`src/rtl/fp_result_arbiter_pkg.sv`:
```
// Shared FP writeback definitions: exception-flag layout, NaN-boxing and canonical NaN constants.
package fp_result_arbiter_pkg;

   typedef struct packed {
      logic nv;
      logic dz;
      logic of;
      logic uf;
      logic nx;
   } fflags_t;

   localparam logic [31:0] NAN_BOX_UPPER   = 32'hFFFF_FFFF;
   localparam logic [63:0] CANONICAL_NAN_S = 64'hFFFF_FFFF_7FC0_0000;
   localparam logic [63:0] CANONICAL_NAN_D = 64'h7FF8_0000_0000_0000;

   function automatic logic is_nan_s(input logic [31:0] v);
      return (v[30:23] == 8'hFF) && (v[22:0] != 23'd0);
   endfunction

   function automatic logic is_nan_d(input logic [63:0] v);
      return (v[62:52] == 11'h7FF) && (v[51:0] != 52'd0);
   endfunction

endpackage

```
`src/rtl/fp_result_arbiter_rr_arbiter.sv`:
```
// Round-robin arbiter: one-hot grant searching upward from ptr; ptr moves past the winner on advance.
module fp_rr_arbiter
   import fp_result_arbiter_pkg::*;
#(
   parameter int N  = 5,
   parameter int PW = (N > 1) ? $clog2(N) : 1
) (
   input  logic          clk,
   input  logic          rst,
   input  logic [N-1:0]  req,
   input  logic          advance,
   output logic [N-1:0]  grant,
   output logic [PW-1:0] ptr
);

   logic [PW-1:0] grant_idx;
   logic [PW-1:0] idx;
   logic [PW:0]   sum;
   logic          found;
   logic [PW-1:0] ptr_next;

   // Scan from ptr, wrapping modulo N, and grant the first requester.
   always_comb begin
      grant     = '0;
      grant_idx = '0;
      found     = 1'b0;
      idx       = '0;
      sum       = '0;
      for (int i = 0; i < N; i++) begin
         sum = {1'b0, ptr} + (PW + 1)'(i);
         if (sum >= (PW + 1)'(N)) begin
            idx = PW'(sum - (PW + 1)'(N));
         end else begin
            idx = sum[PW-1:0];
         end
         if (!found && req[idx]) begin
            grant[idx] = 1'b1;
            grant_idx  = idx;
            found      = 1'b1;
         end else begin
            found = found;
         end
      end
   end

   // Next pointer is one past the winner, wrapping after the last index.
   always_comb begin
      if (grant_idx == PW'(N - 1)) begin
         ptr_next = '0;
      end else begin
         ptr_next = grant_idx + PW'(1);
      end
   end

   // Pointer register only moves when a grant is actually consumed.
   always_ff @(posedge clk) begin
      if (rst) begin
         ptr <= '0;
      end else if (advance) begin
         ptr <= ptr_next;
      end else begin
         ptr <= ptr;
      end
   end

endmodule

```
`src/rtl/fp_result_arbiter.sv`:
```
// FP result return path: round-robin pick of a done unit, NaN-box singles, one-entry writeback stage, sticky fflags.
// Optional FP_CANONICAL_NAN_EN replaces NaN results with the canonical NaN before capture.
module fp_result_arbiter
   import fp_result_arbiter_pkg::*;
#(
   parameter int FP_NUM_UNITS = 5,
   parameter int ID_W         = 3,
   parameter int FLEN         = 64
) (
   input  logic                         clk,
   input  logic                         rst,
   input  logic [FP_NUM_UNITS-1:0]      unit_done,
   input  logic [FP_NUM_UNITS*ID_W-1:0] unit_id,
   input  logic [FP_NUM_UNITS*FLEN-1:0] unit_rd,
   input  logic [FP_NUM_UNITS-1:0]      unit_single,
   input  logic [FP_NUM_UNITS*5-1:0]    unit_fflags,
   output logic [FP_NUM_UNITS-1:0]      unit_ack,
   output logic                         wb_done,
   output logic [ID_W-1:0]              wb_id,
   output logic [FLEN-1:0]              wb_rd,
   output logic [4:0]                   wb_fflags,
   input  logic                         wb_ack,
   input  logic                         fflags_clr,
   output logic [4:0]                   fflags_acc
);

   localparam int PW = (FP_NUM_UNITS > 1) ? $clog2(FP_NUM_UNITS) : 1;

   logic [FP_NUM_UNITS-1:0] grant;
   logic [PW-1:0]           rr_ptr_unused;
   logic                    accept;
   logic                    advance;
   logic [ID_W-1:0]         win_id;
   logic [FLEN-1:0]         win_rd;
   logic                    win_single;
   logic [4:0]              win_flags;
   logic [FLEN-1:0]         boxed;
   logic [FLEN-1:0]         cap_rd;
   logic                    retire;
   fflags_t                 acc;

   // Reset gates the ack so nothing is consumed in the reset cycle.
   assign accept   = (~wb_done | wb_ack) & ~rst;
   assign unit_ack = grant & {FP_NUM_UNITS{accept}};
   assign advance  = |unit_ack;
   assign retire   = wb_done & wb_ack;

   fp_rr_arbiter #(.N(FP_NUM_UNITS), .PW(PW)) u_rr (
      .clk     (clk),
      .rst     (rst),
      .req     (unit_done),
      .advance (advance),
      .grant   (grant),
      .ptr     (rr_ptr_unused)
   );

   // One-hot AND-OR select of the winning unit's fields.
   always_comb begin
      win_id     = '0;
      win_rd     = '0;
      win_single = 1'b0;
      win_flags  = '0;
      for (int i = 0; i < FP_NUM_UNITS; i++) begin
         win_id     = win_id | (unit_id[i*ID_W +: ID_W] & {ID_W{grant[i]}});
         win_rd     = win_rd | (unit_rd[i*FLEN +: FLEN] & {FLEN{grant[i]}});
         win_single = win_single | (unit_single[i] & grant[i]);
         win_flags  = win_flags | (unit_fflags[i*5 +: 5] & {5{grant[i]}});
      end
   end

   // NaN-box singles; optionally canonicalise NaN payloads.
   always_comb begin
      if (win_single) begin
         boxed = FLEN'({NAN_BOX_UPPER, win_rd[31:0]});
      end else begin
         boxed = win_rd;
      end
`ifdef FP_CANONICAL_NAN_EN
      if (win_single && is_nan_s(win_rd[31:0])) begin
         cap_rd = FLEN'(CANONICAL_NAN_S);
      end else if (!win_single && is_nan_d(win_rd[63:0])) begin
         cap_rd = FLEN'(CANONICAL_NAN_D);
      end else begin
         cap_rd = boxed;
      end
`else
      cap_rd = boxed;
`endif
   end

   // Output stage: reload on ack (no bubble), drain on wb_ack with nothing to refill.
   always_ff @(posedge clk) begin
      if (rst) begin
         wb_done   <= 1'b0;
         wb_id     <= '0;
         wb_rd     <= '0;
         wb_fflags <= 5'b00000;
      end else if (advance) begin
         wb_done   <= 1'b1;
         wb_id     <= win_id;
         wb_rd     <= cap_rd;
         wb_fflags <= win_flags;
      end else if (wb_ack) begin
         wb_done   <= 1'b0;
      end else begin
         wb_done   <= wb_done;
      end
   end

   // Sticky flags: a same-cycle clear keeps only the retiring result's flags.
   always_ff @(posedge clk) begin
      if (rst) begin
         acc <= '0;
      end else if (retire) begin
         acc <= fflags_t'((fflags_clr ? 5'b00000 : 5'(acc)) | wb_fflags);
      end else if (fflags_clr) begin
         acc <= '0;
      end else begin
         acc <= acc;
      end
   end

   assign fflags_acc = acc;

endmodule

```
`config.mk`:
```
export PLATFORM = sky130hd
export DESIGN_NAME = fp_result_arbiter
export DESIGN_NICKNAME = d
export VERILOG_FILES = /design/src/rtl/fp_result_arbiter_pkg.sv /design/src/rtl/fp_result_arbiter_rr_arbiter.sv /design/src/rtl/fp_result_arbiter.sv
export SDC_FILE = /design/constraint.sdc
export NUM_CORES = 1
export LEC_CHECK = 0
export BUFFER_PORTS_ARGS = -buffer_cell sky130_fd_sc_hd__buf_4
export CELL_PAD_IN_SITES_DETAIL_PLACEMENT = 2
export CELL_PAD_IN_SITES_GLOBAL_PLACEMENT = 2
export CORE_MARGIN = 5
export CORE_UTILIZATION = 19
export CTS_BUF_LIST = sky130_fd_sc_hd__clkbuf_8
export DETAILED_ROUTE_END_ITERATION = 8
export PLACE_DENSITY_LB_ADDON = 0.1
export SLEW_MARGIN = 0
export SYNTH_ARGS = -nofsm -noshare
export SYNTH_HDL_FRONTEND = slang
export SYNTH_SLANG_ARGS = --single-unit
```
`constraint.sdc`:
```
create_clock -name clk -period 4.3 [get_ports clk]
set_clock_uncertainty 0.05 [all_clocks]
set_input_delay 0.645 -clock clk [delete_from_list [all_inputs] [get_ports clk]]
set_output_delay 0.645 -clock clk [all_outputs]
set_load 0.01 [all_outputs]
```
# After elaboration in Yosys (flattened, before gate mapping)
# Cells that the tools add are included.
[op_classes] add_sub_neg=10 n_lt_le_gt_ge=15 n_eq_ne=1 muxes=45 bitwise_logic=47 n_reduce_logical=15
[ops] operator="$and 64x64->64" n=5
[ops] operator="$or 64x64->64" n=4
[ops] operator="$mux 64" n=1
[ops] operator="$or 5x5->5" n=9
[ops] operator="$mux 5" n=7
[ops] operator="$mux 3" n=11
[ops] operator="$and 5x5->5" n=6
[ops] operator="$lt 3x4->1 const B" n=5
[ops] operator="$ge 4x3->1 const B" n=4
[ops] operator="$mux 1" n=16
[ops] operator="$and 3x3->3" n=5
[ops] operator="$bmux 1 s3" n=5
[ops] operator="$demux 1 s3" n=5
[ops] operator="$ge 3x1->1 const B" n=5
[ops] operator="$sub 3x3->3 const B" n=5
[ops] operator="$or 3x3->3" n=4
[ops] operator="$logic_and 1x1->1" n=9
[ops] operator="$add 3x2->4 const B" n=2
[ops] operator="$and 1x1->1" n=7
[ops] operator="$or 1x1->1" n=5
[ops] operator="$reduce_or 5->1" n=1
[ops] operator="$add 3x1->4 const B" n=1
[ops] operator="$add 3x3->4 const B" n=1
[ops] operator="$logic_not 1->1" n=4
[ops] operator="5 further kinds" n=6
[totals] ff_bits=81 in_bits=374 output_inout_bits=83 elab_cells=143

# Logic depth before layout (Yosys ltp)
[depth] ltp_word=23 ltp_mapped=21 ltp_nobuf=17

# By module
# From an unflattened synthesis, not the netlist that was laid out.
[unflattened] hier_cells=675 hier_area_um2=5759.3
[modules_own_cells] mod="fp_result_arbiter" instances=1 cells_per_inst=458 area_each_um2=4176.5 seq_area_each_um2=1561.5
[modules_own_cells] mod="fp_rr_arbiter" instances=1 cells_per_inst=217 area_each_um2=1582.8 seq_area_each_um2=60.1

# Worst setup path after synthesis
# OpenSTA, ideal clock, no wires.
[synth_timing] path_kind="register -> output" from="reg u_rr.ptr[1]" to="out unit_ack[1]" t_arrival_ns=3.665 required_ns=3.605 path_slack_ns=-0.060 path_stages_with_launch=16 path_buffers=4 cell_sequence="dfxtp_1 clkbuf_1 inv_1 ha_1 ha_1 clkbuf_1 nand2_1 o21ai_1 mux2i_1 mux2i_1 nor4b_2 nand3_1 o2111ai_2 buf_2 buf_1 and2_1"
[synth_between] elab_chain_len=18 elab_cells_between_ends=76 classes_between="add/sub (9); order compare (15); mux (34); bitwise (5); reduce/logical (13)"
[synth_rtl] item="from (decl)" line_no="fp_result_arbiter_rr_arbiter.sv:13" rtl="output logic [PW-1:0] ptr"
[synth_rtl] item="from (signal assigned)" line_no="fp_result_arbiter_rr_arbiter.sv:60" rtl="ptr <= ptr_next;"
[synth_rtl] item="from (signal assigned)" line_no="fp_result_arbiter_rr_arbiter.sv:62" rtl="ptr <= ptr;"
[synth_rtl] item="parallel branches: the longest is 16 deep, another holds $add 3x1->4"
[synth_rtl] item="$mux 5 (*)" line_no="fp_result_arbiter_rr_arbiter.sv:36" rtl="if (!found && req[idx]) begin"
[synth_rtl] item="$and 5x5->5 (*)" line_no="fp_result_arbiter.sv:44" rtl="assign unit_ack = grant & {FP_NUM_UNITS{accept}};"
[synth_rtl] item="to (decl)" line_no="fp_result_arbiter.sv:17" rtl="output logic [FP_NUM_UNITS-1:0] unit_ack,"
# Every way passes the cells marked *. The select of a mux whose other input is x is not followed.

# Worst setup path after layout
[layout_timing] from="reg u_rr.ptr[1]" to="reg wb_rd[52]"
[layout_between] elab_chain_len=23 elab_cells_between_ends=96 classes_between="add/sub (9); order compare (15); mux (35); bitwise (23); reduce/logical (14)"
[layout_rtl] item="parallel branches: the longest is 16 deep, another holds $add 3x1->4"
[layout_rtl] item="$mux 5 (*)" line_no="fp_result_arbiter_rr_arbiter.sv:36"
[layout_rtl] item="$and 64x64->64 / $and 1x1->1 (equally long branches)" line_no="fp_result_arbiter.sv:65, fp_result_arbiter.sv:66"
[layout_rtl] item="$or 64x64->64 / $or 1x1->1 (equally long branches) (4 in a row)" line_no="fp_result_arbiter.sv:65, fp_result_arbiter.sv:66"
[layout_rtl] item="$mux 64" line_no="fp_result_arbiter.sv:73" rtl="if (win_single) begin"
[layout_rtl] item="to (signal assigned)" line_no="fp_result_arbiter.sv:101" rtl="wb_rd <= cap_rd;"
[layout_rtl] item="to (decl)" line_no="fp_result_arbiter.sv:20" rtl="output logic [FLEN-1:0] wb_rd,"
# Marked as above.
# A chain may end at the register's enable or synchronous reset.

==> results.sh <==
export IMPL_clockRootBuffer="clkbuf_8"
export IMPL_overflow=0
export IMPL_ir_worst_vdd_uv=662
export IMPL_muxShareOfSynthArea=0.0152
export IMPL_critPathSlowestCell="a222oi_1"
export IMPL_cts_buffers=9
export IMPL_grtUsageMet1=0.251
export IMPL_nets=1536
export IMPL_synth_top_family_by_area="compound AO/OA/AOI/OAI gates"
export IMPL_clock_fmax_mhz=231
export IMPL_clockBufferDepth=2
export IMPL_mostFrequentLayoutCells="buf_4 (516), nor2_1 (89), dfxtp_1 (78)"
export IMPL_synth_area_leaders="dfxtp_1 (27%), a222oi_1 (12%), a311oi_1 (9.5%)"
export IMPL_slew_viol_final=0
export IMPL_syn_area_per_cell_um2=8.62
export IMPL_row_count=64
export IMPL_routed_wl_um=41600
export IMPL_yosys_area_share_xor_xnor=0.00592
export IMPL_clk_pin_slew_ps=100
export IMPL_critPathArrivalTime_ps=4510
export IMPL_die_area_um2=34800
export IMPL_ios=457
export IMPL_power_frac_clock=0.073
export IMPL_cp_common_cell="buf_12"
export IMPL_p_leak_nw=4.65
export IMPL_die_w_um=186
export IMPL_die_h_um=186
export IMPL_gp_congestion=0.829
export IMPL_period_minus_slack_ps=4330
export IMPL_grt_busiest_layer="met2"
export IMPL_synth_edf_count=0
export IMPL_ant_nets=0
export IMPL_crit_family="compound AO/OA/AOI/OAI gates"
export IMPL_internal_power_mw=4.54
export IMPL_wl_per_cell_um=26.8
export IMPL_cts_tree="yes"
export IMPL_vias_per_cell=5.32
export IMPL_synth_cell_type_count=68
export IMPL_antenna_found_initial=3
export IMPL_hold_class="reg -> reg"
export IMPL_use_met2=0.404
export IMPL_area_growth_pct=82.1
export IMPL_synth_top_area_share=0.274
export IMPL_crit_chain="clkinvlp_4, ha_4, buf_12, a221oi_4, mux2i_2, a211oi_4, o31ai_4, buf_12, nor4_4, buf_6, a31oi_2, nand3b_1, buf_4, a222oi_1, nand2_1, nor2_4, clkbuf_16, a311oi_1"
export IMPL_core_um2=30700
export IMPL_insertion_delay_ps=360
export IMPL_grt_pass1_wl_um=59000
export IMPL_start_util=0.193
export IMPL_sw_frac_of_total=0.515
export IMPL_fin_util=0.351
export IMPL_yosysSeqAreaShare=0.274
export IMPL_fin_ws_ps=-33.2
export IMPL_tightest_slew_ps=765
export IMPL_grt_use_total=0.218
export IMPL_ys_seq_elements=81
export IMPL_synth_fa_ha_area_frac=0.0245
export IMPL_drtIter0Drc=482
export IMPL_cts_sinks=81
export IMPL_worstPathMaxFanout=15
export IMPL_route_detailed_drc=0
export IMPL_synth_compound_area_frac=0.454
export IMPL_period_share=1.01
export IMPL_syn_inst=686
export IMPL_cp_data_required_time_ps=4480
export IMPL_grt_pass1_vias=8705
export IMPL_via_count=8262
export IMPL_crit_path_start_kind="flip-flop"
export IMPL_critPathMaxStageDelay_ps=410
export IMPL_dpl_worst_slack_ps=121
export IMPL_relSlewSlack=0.485
export IMPL_finalSetupViolations=18
export IMPL_met3_usage=0.0605
export IMPL_grt_max_degree=65
export IMPL_synth_simple_area_share=0.154
export IMPL_hold_viol_final=0
export IMPL_drive_above_1_share=0.531
export IMPL_max_cap_violations=0
export IMPL_place_hpwl_um=31500
export IMPL_final_common_cell="buf_4"
export IMPL_worstSetupEndpointType="flip-flop"
export IMPL_nFillCells=3489
export IMPL_crit_type="reg -> reg"
export IMPL_path_buf_inv=6
export IMPL_io_buffers=456
export IMPL_syn_cell_area_um2=5910
export IMPL_status="finished with violations"
export IMPL_syn_num_nets=1071
export IMPL_synth_top_cell_by_area="dfxtp_1"
export IMPL_ys_warn_count=0
export IMPL_failed_checks="negative setup slack"
export IMPL_synth_top_flop_cell="dfxtp_1"
export IMPL_drt_pass1_iterations=6
export IMPL_p_seq_frac=0.127
export IMPL_p_sw_mw=4.81
export IMPL_comb_power_share=0.800
export IMPL_p_per_area_nw_per_um2=868
export IMPL_h_tree_depth=3
export IMPL_rsz0062_at_grt="yes"
export IMPL_async_flop_share=0
==> metal layers <==
metal | vias up | wire length (µm)
met2 | 288 | 22200
met1 | 4153 | 16100
met4 | 4 | 456
li1 | 3793 | -
met5 | - | 27
met3 | 24 | 2720
==> through the flow <==
step / area (µm²) / TNS, ps / cells / hold WS [ps] / total power [mW]
4_1_cts: 10300 / -10.7 / 1528 / 459 / 8.86
3_3_place_gp: 9890 / 0 / 1499 / 419 / 7.81
6_report: 10800 / -390 / 1553 / 448 / 9.35
5_1_grt: 10800 / -6010 / 1553 / 479 / 10.1
3_5_place_dp: 9890 / 0 / 1499 / 433 / 7.90
2_1_floorplan: 5920 / 0 / 686 / 460 / 5.21
==> flip-flops by register name, summed over array words and instances, names as in the netlist <==
name / flops
fflags_acc: 5
u_rr.ptr: 3
wb_done: 1
wb_fflags: 5
wb_id: 3
wb_rd: 64
==> path summary, 6_finish.rpt <==
kind | end | slack (ps) | startpoint | cells after the start
worst max register to register | wb_rd[52] | -30 | u_rr.ptr[1] | 18
worst min-delay path | fflags_acc[3] | 450 | fflags_acc[3] | 2
worst min register to register | fflags_acc[3] | 450 | fflags_acc[3] | 2
worst max-delay path | wb_rd[52] | -30 | u_rr.ptr[1] | 18
==> cell usage after synthesis (3+ instances only) <==
master,instances
clkbuf_1,30
dfxtp_1,81
buf_4,6
nor3_1,8
o21ai_0,10
a211oi_1,4
o21ai_1,9
a311oi_2,10
nor2_1,91
nor4_1,4
a222oi_1,73
nand2b_1,12
a311oi_1,64
nand3_1,8
or3_1,3
o21a_1,3
a211oi_2,6
nand4_1,7
a22oi_1,74
a21oi_1,16
nand3b_1,3
nor2b_1,4
o311a_1,3
buf_6,3
mux2i_1,9
and2_1,5
a32oi_1,6
buf_1,12
buf_2,27
inv_1,14
xnor2_1,4
nand2_1,20
o211ai_1,3
ha_1,10
==> timing repair <==
| action | in CTS | in global routing |
|---|---|---|
| hold endpoints to repair | 0 | 0 |
| setup buffers | 13 | 21 |
| hold buffers | 0 | 0 |
| resized for setup | 18 | 39 |
| pin swaps | 7 | 22 |
| setup endpoints to repair | 5 | 76 |
| cloned | 0 | 4 |
==> power by group through the flow <==
stage	clock network [mW]	registers, mW	logic, mW
after floorplan	0	1.29	3.92
after global placement	0	1.19	6.62
after detailed placement	0	1.20	6.69
after CTS	0.720	1.19	6.96
after global routing	0.752	1.22	8.08
final	0.679	1.19	7.48
==> cell type report <==
cell class / count / area, µm² / share of cell area
sequential: 81 / 1630 / 0.151
multi-input combinational: 512 / 4160 / 0.386
inverter: 15 / 60.1 / 0.00558
timing repair buffer: 532 / 4200 / 0.390
clock inverter: 6 / 90.1 / 0.00837
antenna: 1 / 2.50 / 0.000232
tap: 396 / 495 / 0.0460
clock buffer: 10 / 138 / 0.0128
==> worst reg2reg max path: cells and delay by family (launching register included) <==
family                     cells  cell delay, ps
DFF                            1             400
and+or+nand+nor                4             660
buffers and inverters          6            1030
muxes                          1             340
AOI/OAI and AO/OA              6            1470
adders and majority gates      1             250
==> cells by family after synthesis <==
kind of cell	count (synthesis)
flops	81
buf+inv	93
mux	9
compound gates	307
xor+xnor	4
simple gates	181
fa+ha+maj	11
No activity file was read; power rests on OpenSTA's default activity.
